===== src/rtl/sync_pkg.sv =====
// Shared types for the multi-channel rendezvous (multi_syncer / sync_slot).
package sync_pkg;

   typedef enum logic {
      KEEP_FIRST,
      KEEP_LATEST
   } overrun_policy_t;

   typedef enum logic {
      COLLECT,
      HOLD
   } sync_state_t;

   localparam int CNT_W = 8;

endpackage


===== src/rtl/sync_slot.sv =====
// One rendezvous channel: sample register, received flag and overrun policy.
// slot_next/received_now expose this cycle's capture so a release can include it.
module sync_slot
   import sync_pkg::*;
#(
   parameter int              DATA_WIDTH     = 32,
   parameter overrun_policy_t OVERRUN_POLICY = KEEP_LATEST
) (
   input  logic                  clk_pixel_in,
   input  logic                  rst_in,
   input  logic                  valid,
   input  logic [DATA_WIDTH-1:0] data,
   input  logic                  clear,
   output logic [DATA_WIDTH-1:0] slot_next,
   output logic                  flag,
   output logic                  received_now,
   output logic                  overrun
);

   logic [DATA_WIDTH-1:0] slot_q;
   logic                  write_en;

   assign overrun      = valid & flag;
   assign write_en     = valid & (~flag | (OVERRUN_POLICY == KEEP_LATEST));
   assign slot_next    = write_en ? data : slot_q;
   assign received_now = flag | valid;

   // NOTE: the sample register is reset too; a timeout release publishes it, so it must read 0 after reset.
   always_ff @(posedge clk_pixel_in or posedge rst_in) begin
      if (rst_in) begin
         slot_q <= '0;
         flag   <= 1'b0;
      end else begin
         // NOTE: non-blocking assignments so every register samples pre-edge values.
         slot_q <= slot_next;
         flag   <= clear ? 1'b0 : received_now;
      end
   end

endmodule


===== src/rtl/multi_syncer.sv =====
// Collects one sample per channel and releases them as an aligned, held bundle,
// with optional timeout release (stale mask) and saturating diagnostic counters.
module multi_syncer
   import sync_pkg::*;
#(
   parameter int              NUM_CH         = 2,
   parameter int              DATA_WIDTH     = 32,
   parameter int              TIMEOUT_CYCLES = 0,
   parameter overrun_policy_t OVERRUN_POLICY = KEEP_LATEST
) (
   input  logic                         clk_pixel_in,
   input  logic                         rst_in,
   input  logic [NUM_CH*DATA_WIDTH-1:0] ch_data_in,
   input  logic [NUM_CH-1:0]            ch_valid_in,
   output logic [NUM_CH*DATA_WIDTH-1:0] bundle_out,
   output logic                         bundle_valid_out,
   input  logic                         bundle_ready_in,
   output logic [NUM_CH-1:0]            stale_mask_out,
   output logic [CNT_W-1:0]             overrun_count_out,
   output logic [CNT_W-1:0]             timeout_count_out
);

   localparam int TW = (TIMEOUT_CYCLES > 0) ? $clog2(TIMEOUT_CYCLES + 1) : 1;

   logic [NUM_CH*DATA_WIDTH-1:0] slot_next;
   logic [NUM_CH-1:0]            flag;
   logic [NUM_CH-1:0]            received_now;
   logic [NUM_CH-1:0]            overrun;
   logic                         clear;

   for (genvar i = 0; i < NUM_CH; i++) begin : g_slot
      sync_slot #(
         .DATA_WIDTH     (DATA_WIDTH),
         .OVERRUN_POLICY (OVERRUN_POLICY)
      ) u_slot (
         .clk_pixel_in (clk_pixel_in),
         .rst_in       (rst_in),
         .valid        (ch_valid_in[i]),
         .data         (ch_data_in[i*DATA_WIDTH +: DATA_WIDTH]),
         .clear        (clear),
         .slot_next    (slot_next[i*DATA_WIDTH +: DATA_WIDTH]),
         .flag         (flag[i]),
         .received_now (received_now[i]),
         .overrun      (overrun[i])
      );
   end

   sync_state_t   state_q, state_d;
   logic [TW-1:0] timer_q, timer_d, timer_inc;
   logic          complete, expire, do_release, timed_out;

   assign timer_inc        = timer_q + TW'(1);
   assign complete         = &received_now;
   assign expire           = (TIMEOUT_CYCLES > 0) && (|flag) && (timer_inc == TW'(TIMEOUT_CYCLES));
   assign bundle_valid_out = (state_q == HOLD);

   // NOTE: every always_comb output gets a default first, so no path can infer a latch.
   always_comb begin
      state_d    = state_q;
      timer_d    = timer_q;
      clear      = 1'b0;
      do_release = 1'b0;
      timed_out  = 1'b0;
      case (state_q)
         COLLECT: begin
            if (complete || expire) begin
               do_release = 1'b1;
               clear      = 1'b1;
               timed_out  = !complete;
               timer_d    = '0;
               state_d    = HOLD;
            end else if ((TIMEOUT_CYCLES > 0) && (|flag)) begin
               timer_d = timer_inc;
            end
         end
         HOLD: begin
            // A complete follow-on bundle is released from COLLECT on the next cycle.
            if (bundle_ready_in) state_d = COLLECT;
         end
         default: state_d = COLLECT;
      endcase
   end

   always_ff @(posedge clk_pixel_in or posedge rst_in) begin
      if (rst_in) begin
         state_q <= COLLECT;
         timer_q <= '0;
      end else begin
         state_q <= state_d;
         timer_q <= timer_d;
      end
   end

   always_ff @(posedge clk_pixel_in or posedge rst_in) begin
      if (rst_in) begin
         bundle_out        <= '0;
         stale_mask_out    <= '0;
         overrun_count_out <= '0;
         timeout_count_out <= '0;
      end else begin
         if (do_release) begin
            bundle_out     <= slot_next;
            stale_mask_out <= ~received_now;
         end
         // One count per cycle with any overrun, however many channels collided.
         if ((|overrun) && (overrun_count_out != '1))
            overrun_count_out <= overrun_count_out + CNT_W'(1);
         if (timed_out && (timeout_count_out != '1))
            timeout_count_out <= timeout_count_out + CNT_W'(1);
      end
   end

endmodule


===== config.mk =====
export PLATFORM = sky130hd
export DESIGN_NAME = multi_syncer
export DESIGN_NICKNAME = d
export VERILOG_FILES = /design/src/rtl/sync_pkg.sv /design/src/rtl/sync_slot.sv /design/src/rtl/multi_syncer.sv
export SDC_FILE = /design/constraint.sdc
export NUM_CORES = 1
export LEC_CHECK = 0
export ABC_CLOCK_PERIOD_IN_PS = 7500
export CAP_MARGIN = 20
export CORE_MARGIN = 10
export CORE_UTILIZATION = 50
export CTS_CLUSTER_DIAMETER = 120
export DETAILED_ROUTE_END_ITERATION = 10
export GPL_TIMING_DRIVEN = 0
export PLACE_DENSITY = 0.83
export SYNTH_ARGS = -nofsm -noshare
export SYNTH_HDL_FRONTEND = slang
export SYNTH_SLANG_ARGS = --single-unit

===== constraint.sdc =====
create_clock -name clk_pixel_in -period 7.5 [get_ports clk_pixel_in]
set_input_delay 1.5 -clock clk_pixel_in [delete_from_list [all_inputs] [get_ports clk_pixel_in]]
set_output_delay 1.5 -clock clk_pixel_in [all_outputs]
set_load 0.01 [all_outputs]

# Word level (Yosys, flattened, before mapping)
# Index checks and enable logic that the tools add are counted.
[totals] regBits=149 inputBits=69 output_inout_bits=83 elab_cells=34
[classes] add_sub_neg=2 eq_ne=2 n_mux=10 bitwise_logic=6 n_reduce_logical=5
[op_table] cell="32-bit two-way mux" count=2
[op_table] cell="8-bit by 1-bit adder with 8-bit output (second input constant)" count=2
[op_table] cell="8-bit != test (second input constant)" count=2
[op_table] cell="1-bit two-way mux" count=7
[op_table] cell="1-bit AND" count=2
[op_table] cell="1-bit logical AND" count=2
[op_table] cell="2-bit NOT" count=1
[op_table] cell="1-bit OR" count=2
[op_table] cell="1-bit case mux with 2 select lines" count=1
[op_table] cell="2-bit AND reduction" count=1
[op_table] cell="2-bit OR reduction" count=1
[op_table] cell="1-bit zero test" count=1
[op_table] cell="1-bit NOT" count=1

# Depth between registers and ports, before layout
[logic_depth] ltp_word=6 mapped_depth=6 mapped_depth_nobuf=5

# Cells and area by module
# From an unflattened synthesis, not the netlist that was laid out.
[hier_totals] hier_cells=333 area_unflattened_um2=5768.0
[by_module_without_submodules] mod="multi_syncer" n_inst=1 cells_each=187 area_per_inst_um2=3007.9 seq_area_each_um2=1876.8
[by_module_without_submodules] mod="sync_slot" n_inst=2 cells_each=73 area_per_inst_um2=1380.1 seq_area_each_um2=825.8

# Worst setup path before layout
# OpenSTA, ideal clock, no wires.
[synth_path] path_kind="input -> register" startpoint="input ch_valid_in[0]" endpoint="register bundle_out[51]" setup_time_ps=125 arrival_time_ps=2550 t_required_ps=7375 slack_ps=4825 cell_stages=6 path_buffers=3 cell_sequence="buf_2 -> nor2_2 -> nor3_4 -> buf_6 -> buf_8 -> mux2_4"
[synth_between] elab_chain_len=4
[synth_lines] element="start: declaration" line_no="multi_syncer.sv:14" rtl="input logic [NUM_CH-1:0] ch_valid_in,"
[synth_lines] element="1-bit OR" line_no="sync_slot.sv:26" rtl="assign received_now = flag | valid;"
[synth_lines] element="2-bit AND reduction" line_no="multi_syncer.sv:53" rtl="assign complete = &received_now;"
[synth_lines] element="1-bit two-way mux" line_no="multi_syncer.sv:66" rtl="if (complete || expire) begin"
[synth_lines] element="1-bit two-way mux" line_no="multi_syncer.sv:64" rtl="case (state_q)"
[synth_lines] element="end signal: assignment" line_no="multi_syncer.sv:102" rtl="bundle_out <= slot_next;"
[synth_lines] element="end: declaration" line_no="multi_syncer.sv:15" rtl="output logic [NUM_CH*DATA_WIDTH-1:0] bundle_out,"
# Every way passes these cells.
# A chain may end at the register's enable or synchronous reset.

# Worst setup path in the final report
[layout_path] startpoint="register state_q (netlist: bundle_valid_out)" endpoint="output bundle_valid_out"
[layout_rtl] element="start: declaration" line_no="multi_syncer.sv:48" rtl="sync_state_t state_q, state_d;"
[layout_rtl] element="start signal: assignment" line_no="multi_syncer.sv:89" rtl="state_q <= state_d;"
[layout_rtl] element="end: declaration" line_no="multi_syncer.sv:16" rtl="output logic bundle_valid_out,"
# No word-level cell between the ends.

==> results.cfg <==
[power_and_ir_drop]
seqPwrFrac_pct = 36.8
power_switching_uw = 857.7
total_power_mw = 3.101
internal_power_mw = 2.243
power_density_mw_per_mm2 = 403.6
max-vdd-ir-drop_mv = 0.2173
p_sw_share_pct = 27.66
p_comb_share_pct = 35.4
leakage_nw = 3.301
clock_power_share_pct = 27.9

[floorplan]
core-area_mm2 = 0.01046
die_x_um = 124.1
die_area_mm2 = 0.01540
initial_utilization_pct = 51.79
die-height_um = 124.1
rows = 37
num_io_pins = 152

[clock_tree]
cts_sinks = 141
clk_pin_slew_ns = 0.06
cts_tree = built
cts_buffers = 17
post-cts-setup-buffers = 0
ctsHoldBuffers = 0
root_buffer = clkbuf_8
clockBufferDepth = 2
clk-insertion-delay-late_ns = 0.52
h-tree-depth = 4
ctsResizeCount = 0

[job]
drv_cap = 0

[worst_setup_path]
reg2reg_depth = 4
critPathKind = reg -> out
critPathSlowestCell = clkdlybuf4s50_1
path_depth = 1
rrSetupSlack_ns = 5.85
cp_num_buf_inv = 1
critPathArrivalTime_ns = 1.56
timing.rr.start = bundle_valid_out$_DFF_PP0_
crit_chain = clkdlybuf4s50_1
r2r-end = bundle_out[56]$_DFFE_PP0P_
startpoint_type = register
cp_top_family = buffers and inverters
startpoint = bundle_valid_out$_DFF_PP0_
worstPathMaxFanout = 4
end_kind = primary output
max_stage_delay_ns = 0.60
cp.required_ns = 6.00
worstSetupEndpoint = bundle_valid_out

[routing]
post_drt_wl_per_cell_um = 18.96
vias = 3207
routed_via_density = 4.964
drtPass1Iterations = 4
postRouteAntennaNets = 0
drc = 0
drt_wl_total_um = 12250
drt_iter0_markers = 159

[grt]
antenna_found_initial = 0
grt_max_degree = 88
grt-ovfl-total = 0
grt_first_pass_wirelength_um = 18770
first_global_vias = 3582
grtUsageTotal_pct = 15.91

[place]
portBuffers = 141
routabilityCongestion = 0.7219
dp_hpwl_um = 9005

[timing]
final_hold_viol_count = 0
slew_violations = 0
min_period_ns = 3.063
setup-tns-final_ns = 0
finalSetupViolCount = 0
finalCritPeriodShare_pct = 40.84
grt_setup_unrepaired = no
skew_ns = 0.007875
max_freq_ghz = 0.3265

[hold_path]
hold_path.class = reg -> reg

[logic_synthesis]
synth_top_area_cell = dfrtp_1
yosysWarnings = 0
yosysMostFrequentCell = dfrtp_1
synth_flop_cell = dfrtp_1
yosysSeqAreaShare_pct = 65.11
ys_seq_elements = 141
synth_cells = 329
avgSynthCellArea_um2 = 16.47
ys_top_cells_by_area = dfrtp_1 (65%), mux2_2 (24%), mux2_4 (2.8%), buf_4 (1.7%), mux2_1 (1.2%)
synth_area_mm2 = 0.005419
synth_top_area_share_pct = 65.11
asyncSetResetFlopFracSynth_pct = 100.0
ys_types = 26
synth_edf_count = 0
yosys-top-cells-count = dfrtp_1 (141), mux2_2 (115), buf_4 (12)

[finish]
antenna_cells = 0
syn2layout_area_growth_pct = 41.77
layout-drive-gt1-share_pct = 36.08
nFillCells = 706
final_nets = 567

[outcome]
outcome = completed
## final cells by class
type / instances / area [µm²] / share of cell area, %
Tap cell: 136 / 170.2 / 2.215
Sequential cell: 141 / 3528 / 45.93
Timing Repair Buffer: 142 / 1439 / 18.73
Multi-Input combinational cell: 170 / 1742 / 22.67
Clock inverter: 11 / 163.9 / 2.134
Inverter: 2 / 12.51 / 0.1629
Clock buffer: 21 / 459.2 / 5.977
Buffer: 23 / 167.7 / 2.182
## metal layers
| layer | track usage [%] | part of all wire (%) | wire length (µm) | up-vias |
|---|---|---|---|---|
| met5 | 0 | 0 | 0 | - |
| met4 | 5.971 | 1.4 | 170 | 0 |
| met3 | 5.566 | 7.0 | 853 | 14 |
| met2 | 27.96 | 54 | 6589 | 87 |
| met1 | 17.32 | 38 | 4634 | 1628 |
| li1 | - | - | - | 1478 |
## registers in the layout, summed over array words and instances (netlist names)
register,flops
g_slot.u_slot.flag,2
g_slot.u_slot.slot_q,64
bundle_valid_out,1
stale_mask_out,2
overrun_count_out,8
bundle_out,64
## logic make-up after synthesis
| group | after synthesis | share of synthesized area, % |
|---|---|---|
| DFF | 141 | 65.11 |
| muxes | 131 | 27.91 |
| buffers and inverters | 25 | 3.233 |
| and+or+nand+nor | 18 | 1.986 |
| AOI/OAI and AO/OA | 9 | 0.9697 |
| xor gates and xnor gates | 3 | 0.4850 |
| adders and majority gates | 1 | 0.2309 |
| other | 1 | 0.06920 |
## placed cells by master (no fill, tap or decap), types with 2 or more instances in the layout
cell and instances:
dfrtp_1 141, mux2_2 115, a21oi_1 3, nor2_2 2, mux2_1 6, buf_4 12, o21ai_0 2, xnor2_1 3
clkdlybuf4s50_1 141, buf_6 2, clkinv_2 4, clkinvlp_4 2, nor2_1 3, nor2b_1 4, buf_2 8, mux2_4 10
clkbuf_16 16, clkbuf_8 4, bufinv_16 4, nand2_1 2, conb_1 8, nand3_1 4
## power by group through the flow
stage	combinational (mW)	clock (mW)	sequential, mW
3_3_place_gp	1.08	0	1.13
4_1_cts	1.12	0.885	1.14
5_1_grt	1.16	0.918	1.17
2_1_floorplan	0.459	0	1.22
6_report	1.10	0.865	1.14
3_5_place_dp	1.11	0	1.15
## per-stage QoR
step / utilization (%) / cell area, µm² / hold WS, ns / instances / setup WS, ns
2_1_floorplan: - / 5445 / 0.4680 / 336 / 2.219
3_3_place_gp: 67.16 / 7027 / 0.4670 / 613 / 0.5373
3_5_place_dp: 67.47 / 7059 / 0.4737 / 614 / 4.559
4_1_cts: 73.43 / 7682 / 0.4866 / 646 / 4.399
5_1_grt: 73.43 / 7682 / 0.5016 / 646 / 4.351
6_report: 73.43 / 7682 / 0.4851 / 646 / 4.437
## worst min path at each step
stage                                                    start                                   end  slack (ns)  depth (start not counted)
after floorplan           g_slot[0].u_slot.slot_q[0]$_DFF_PP0_  g_slot[0].u_slot.slot_q[0]$_DFF_PP0_        0.47                          1
after global placement              bundle_out[49]$_DFFE_PP0P_            bundle_out[49]$_DFFE_PP0P_        0.47                          1
after detailed placement            bundle_out[50]$_DFFE_PP0P_            bundle_out[50]$_DFFE_PP0P_        0.47                          1
after CTS                           bundle_out[50]$_DFFE_PP0P_            bundle_out[50]$_DFFE_PP0P_        0.49                          1
after global routing                bundle_out[50]$_DFFE_PP0P_            bundle_out[50]$_DFFE_PP0P_        0.50                          1
final                               bundle_out[50]$_DFFE_PP0P_            bundle_out[50]$_DFFE_PP0P_        0.49                          1
Note: power is estimated with default switching activity, not from simulation.
